[src/rtl/cfi_lpad_tracker.sv]
// Forward-edge CFI landing-pad expectation tracker for the ID stage.
// Arms on tracked indirect jumps, checks the next accepted instruction, saves/restores ELP.
module cfi_lpad_tracker #(
   parameter int unsigned LABEL_W = 20,
   parameter int unsigned CNT_W   = 16
) (
   input  logic               clk_i,
   input  logic               rst_i,
   input  logic               lpad_en_i,
   input  logic               instr_accept_i,
   input  logic               is_indirect_jmp_i,
   input  logic [LABEL_W-1:0] expected_label_i,
   input  logic               is_lpad_i,
   input  logic [LABEL_W-1:0] lpad_label_i,
   input  logic               flush_i,
   input  logic               flush_keep_i,
   input  logic               trap_i,
   input  logic               xret_i,
   input  logic               pelp_i,
   input  logic               cnt_clr_i,
   output logic               lp_fault_o,
   output logic               elp_o,
   output logic               pelp_o,
   output logic [CNT_W-1:0]   fault_cnt_o
);

   typedef enum logic [1:0] {
      IDLE   = 2'd0,
      EXPECT = 2'd1,
      FAULT  = 2'd2
   } state_e;

   state_e             state_q;
   logic [LABEL_W-1:0] lbl_q;
   logic               elp_q;
   logic               pelp_q;
   logic [CNT_W-1:0]   cnt_q;

   logic match;
   logic normal_path;
   logic to_fault;
   logic cnt_max;

   // Label 0 armed by the jump (or restored by xRET) accepts any LPAD.
   assign match = is_lpad_i && ((lbl_q == '0) || (lpad_label_i == lbl_q));

   assign lp_fault_o = instr_accept_i && lpad_en_i &&
                       (((state_q == EXPECT) && !match) || (state_q == FAULT));

   assign normal_path = !xret_i && !trap_i && !flush_i && lpad_en_i;
   assign to_fault    = normal_path && instr_accept_i && (state_q == EXPECT) && !match;
   assign cnt_max     = &cnt_q;

   // Expectation FSM; elp_q tracks (next state != IDLE) so it stays a plain flop.
   always_ff @(posedge clk_i) begin
      if (rst_i) begin
         state_q <= IDLE;
         lbl_q   <= '0;
         elp_q   <= 1'b0;
         pelp_q  <= 1'b0;
      end else if (xret_i) begin
         if (lpad_en_i && pelp_i) begin
            state_q <= EXPECT;
            elp_q   <= 1'b1;
         end else begin
            state_q <= IDLE;
            elp_q   <= 1'b0;
         end
         lbl_q  <= '0;
         pelp_q <= 1'b0;
      end else if (trap_i) begin
         pelp_q  <= (state_q != IDLE);
         state_q <= IDLE;
         elp_q   <= 1'b0;
      end else if (!lpad_en_i) begin
         state_q <= IDLE;
         elp_q   <= 1'b0;
      end else if (flush_i) begin
         // A mispredicted armed jump keeps its expectation; a fault never survives a flush.
         if (!flush_keep_i || (state_q == FAULT)) begin
            state_q <= IDLE;
            elp_q   <= 1'b0;
         end
      end else if (instr_accept_i) begin
         case (state_q)
            IDLE: begin
               if (is_indirect_jmp_i) begin
                  state_q <= EXPECT;
                  lbl_q   <= expected_label_i;
                  elp_q   <= 1'b1;
               end
            end
            EXPECT: begin
               if (match) begin
                  state_q <= IDLE;
                  elp_q   <= 1'b0;
               end else begin
                  state_q <= FAULT;
                  elp_q   <= 1'b1;
               end
            end
            FAULT: begin
               state_q <= FAULT;
               elp_q   <= 1'b1;
            end
            default: begin
               state_q <= IDLE;
               elp_q   <= 1'b0;
            end
         endcase
      end
   end

   // Saturating violation counter; clear beats a same-cycle increment.
   always_ff @(posedge clk_i) begin
      if (rst_i) begin
         cnt_q <= '0;
      end else if (cnt_clr_i) begin
         cnt_q <= '0;
      end else if (to_fault && !cnt_max) begin
         cnt_q <= cnt_q + CNT_W'(1);
      end
   end

   assign elp_o       = elp_q;
   assign pelp_o      = pelp_q;
   assign fault_cnt_o = cnt_q;

endmodule

[config.mk]
export PLATFORM = sky130hd
export DESIGN_NAME = cfi_lpad_tracker
export DESIGN_NICKNAME = d
export VERILOG_FILES = /design/src/rtl/cfi_lpad_tracker.sv
export SDC_FILE = /design/constraint.sdc
export NUM_CORES = 1
export LEC_CHECK = 0
export ABC_AREA = 1
export BUFFER_PORTS_ARGS = -buffer_cell sky130_fd_sc_hd__buf_2
export CORE_AREA = 5 5 74 76
export DETAILED_ROUTE_END_ITERATION = 10
export DIE_AREA = 0 0 79 81
export PLACE_DENSITY_LB_ADDON = 0.1
export SLEW_MARGIN = 20
export SYNTH_ARGS = -nofsm -noshare
export SYNTH_HDL_FRONTEND = slang
export SYNTH_SLANG_ARGS = --single-unit
[constraint.sdc]
create_clock -name clk_i -period 1.9 [get_ports clk_i]
set_input_delay 0.38 -clock clk_i [delete_from_list [all_inputs] [get_ports clk_i]]
set_output_delay 0.38 -clock clk_i [all_outputs]
set_load 0.1 [all_outputs]
==> run_results.csv <==
group,metric,value,unit
place,gp_congestion,0.847,
place,place_inst,483,
sta,max_slew.worst_pin.slew,0.493,ns
die,initial_core_util,49.9,%
grt,grt_overflow_total,0,
worst_hold_path,min_path_type,"in -> reg",
clocking,cts_sinks,40,
yosys,synth.area.top_cells,"dfxtp_1 (34%), nand2_1 (14%), nor2_1 (8.1%)",
setup_path,crit_path_start,"lbl_q[3]",
detailed_routing,wl_per_cell,11.9,um
detailed_routing,drc_errors,0,
place,pre_cts_ws,-0.0452,ns
yosys,synth_top_area_share,34.5,%
clocking,cts_made_buffers,5,
sta,period_share,108,%
place,io_buffers,70,
power,powerDensity,581,mW/mm^2
setup_path,path_common_cell,"nand2_2",
yosys,syn_nets,416,
setup_path,reg2reg_slack,0.16,ns
detailed_routing,drtIter0Drc,83,
sta,final_hold_viol_count,0,
yosys,syn_inst,363,
setup_path,crit_chain,"inv_2 > nand2_1 > nand2_1 > nor2_1 > nand2_1 > nor2_1 > nand3_1 > nand2_2 > nand2_2 > nand2_2 > nand2_2 > nand2_2 > nor2_4 > buf_12",
setup_path,r2r-start,"state_q[0]",
detailed_routing,wl_met2,2940,um
die,core,0.00466,sq mm
die,floorplan.die_area,0.00640,sq mm
detailed_routing,postRouteAntennaNets,0,
clocking,htreeDepth,2,
sta,finalSetupTns,-0.158,ns
die,die_w,79,um
clocking,clkTransAtPathRegs,0.08,ns
detailed_routing,drt_first_pass_iters,5,
sta,setup_viol,1,
setup_path,crit_path_end_kind,"output port",
finish,drive_gt1_share,31.3,%
setup_path,crit_path_top_delay_cell,"dfxtp_2",
detailed_routing,avgViaCountPerCell,5.14,
finish,utilization,64.1,%
yosys,synth.distinct_cells,28,
clocking,cts_tree,"yes",
place,placed_area,0.00279,sq mm
detailed_routing,totalWireLength,5890,um
setup_path,crit_fanout,3,
finish,design_area,0.00299,sq mm
yosys,synth_top_area_cell,"dfxtp_1",
run_status,violations,"setup timing",
grt,grt_start_max_net_pins,34,
yosys,syn_area_per_cell,6.40,sq um
yosys,synth_edf_count,0,
power,power.total,1.73,mW
finish,diodes,0,
detailed_routing,top_layer_used,"met4",
power,peakVddDrop,437,uV
clocking,insertion_delay,0.29,ns
sta,clock_skew,0.00545,ns
sta,min_period,2.06,ns
grt,grt_antenna_before_repair,0,
yosys,ys_warn_count,0,
yosys,ys.flop_type,"dfxtp_1",
grt,first_global_vias,2276,
yosys,ys_ff_latch,40,
run_status,status,"finished with violations",
finish,num-fill-cells,441,
setup_path,worstPathArrival,1.68,ns
detailed_routing,num_vias,2546,
clocking,cts_root_buf,"clkbuf_8",
yosys,ys_seq_area_share,34.5,%
finish,nNetsFinal,493,
setup_path,worst_path_largest_cell_delay,0.34,ns
sta,hold-worst-slack,0.306,ns
power,p_leak,1.32,nW
die,die_y,81,um
sta,layout_setup_ws,-0.158,ns
sta,rsz0062_at_grt,"true",
flow_run,cap_violations,0,
yosys,syn_area,0.00232,sq mm
setup_path,critPathLaunchType,"register",
finish,syn2layout_area_growth,28.5,%
finish,final_cell_mix,"nand2_1 (81), buf_2 (69), nor2_1 (46)",
clocking,clockBufferDepth,2,
detailed_routing,drt-met1-wl,2560,um
setup_path,r2r_cells,6,
setup_path,regToRegEndpoint,"fault_cnt_o[12]",
sta,clock.fmax,0.486,GHz
setup_path,crit_type,"reg -> out",
finish,fin_cells,495,
die,rows,25,
grt,grt_pass1_wl,9570,um
setup_path,cp.required,1.52,ns
place,hpwl,4400,um
detailed_routing,wl_met3,320,um
grt,track_usage,18.2,%
yosys,async_flop_share,0,%
sta,final_max_slew_viol_count,0,
worst_hold_path,min-delay-start,"trap_i",
setup_path,endpoint,"lp_fault_o",
sta,max_slew_margin,66.9,%
finish,layout_commonest_cell,"nand2_1",
die,io_pins,71,
clocking,hold_buffers,0,
[timing repair]
action / 4_1_cts / 5_1_grt
pin swaps: 9 / 12
buffers inserted: 2 / 1
gates resized for setup: 10 / 13
endpoints found under the hold margin: 0 / 0
endpoints found under the setup margin: 1 / 17
gates cloned: 0 / 2
[per-layer routing]
metal	vias to the layer above	track usage, %
li1	1319	-
met2	63	32.8
met4	0	4.64
met1	1155	21.9
met5	-	0
met3	9	4.21
[critical path, delay by kind of cell, from the launching register on]
kind	cells	cell delay [ns]
flops	1	0.34
simple gates	12	0.86
buf+inv	2	0.20
[cells by family after synthesis]
logic type	share of synthesized area, %
adders and majority gates	0.538
AOI/OAI and AO/OA	13.5
and+or+nand+nor	34.6
DFF	34.5
buffers and inverters	11.3
xor gates and xnor gates	5.65
[synthesized netlist by cell type, drive strengths merged (3+ instances only)]
cell    count
nand2      86
inv        54
nor2       52
dfxtp      40
a21oi      29
o21ai      29
nand3      17
nand4      15
xor2        9
nor3        7
buf         6
xnor2       6
clkbuf      4
nor4        3
[how the worst min path moves through the flow]
stage	end	slack, ns	cells after the start
finish	pelp_o	0.31	2
global route	pelp_o	0.29	2
CTS	pelp_o	0.29	2
detailed placement	lbl_q[1]	0.47	2
global placement	lbl_q[1]	0.46	2
floorplan	lbl_q[2]	0.45	2
[final cells by class]
class                      instances  area, sq um  share of cell area [%]
sequential                        40          837                    28.0
inverter                          55          206                    6.92
timing repair buffer              78          438                    14.7
tap                               54         67.6                    2.26
clock buffer                       6         72.6                    2.43
multi-input combinational        260         1330                    44.5
clock inverter                     2         35.0                    1.17
[flip-flops by register name (all words and copies together), names as in the netlist]
signal and count:
state_q 2, fault_cnt_o 16, elp_o 1, lbl_q 20, pelp_o 1
[power breakdown]
group | switching, mW | leakage (nW) | internal [mW]
clock network | 0.286 | 0.0552 | 0.390
registers | 0.00532 | 0.336 | 0.842
logic | 0.124 | 0.932 | 0.0868
total | 0.416 | 1.32 | 1.32
No activity file was read; power rests on OpenSTA's default activity.
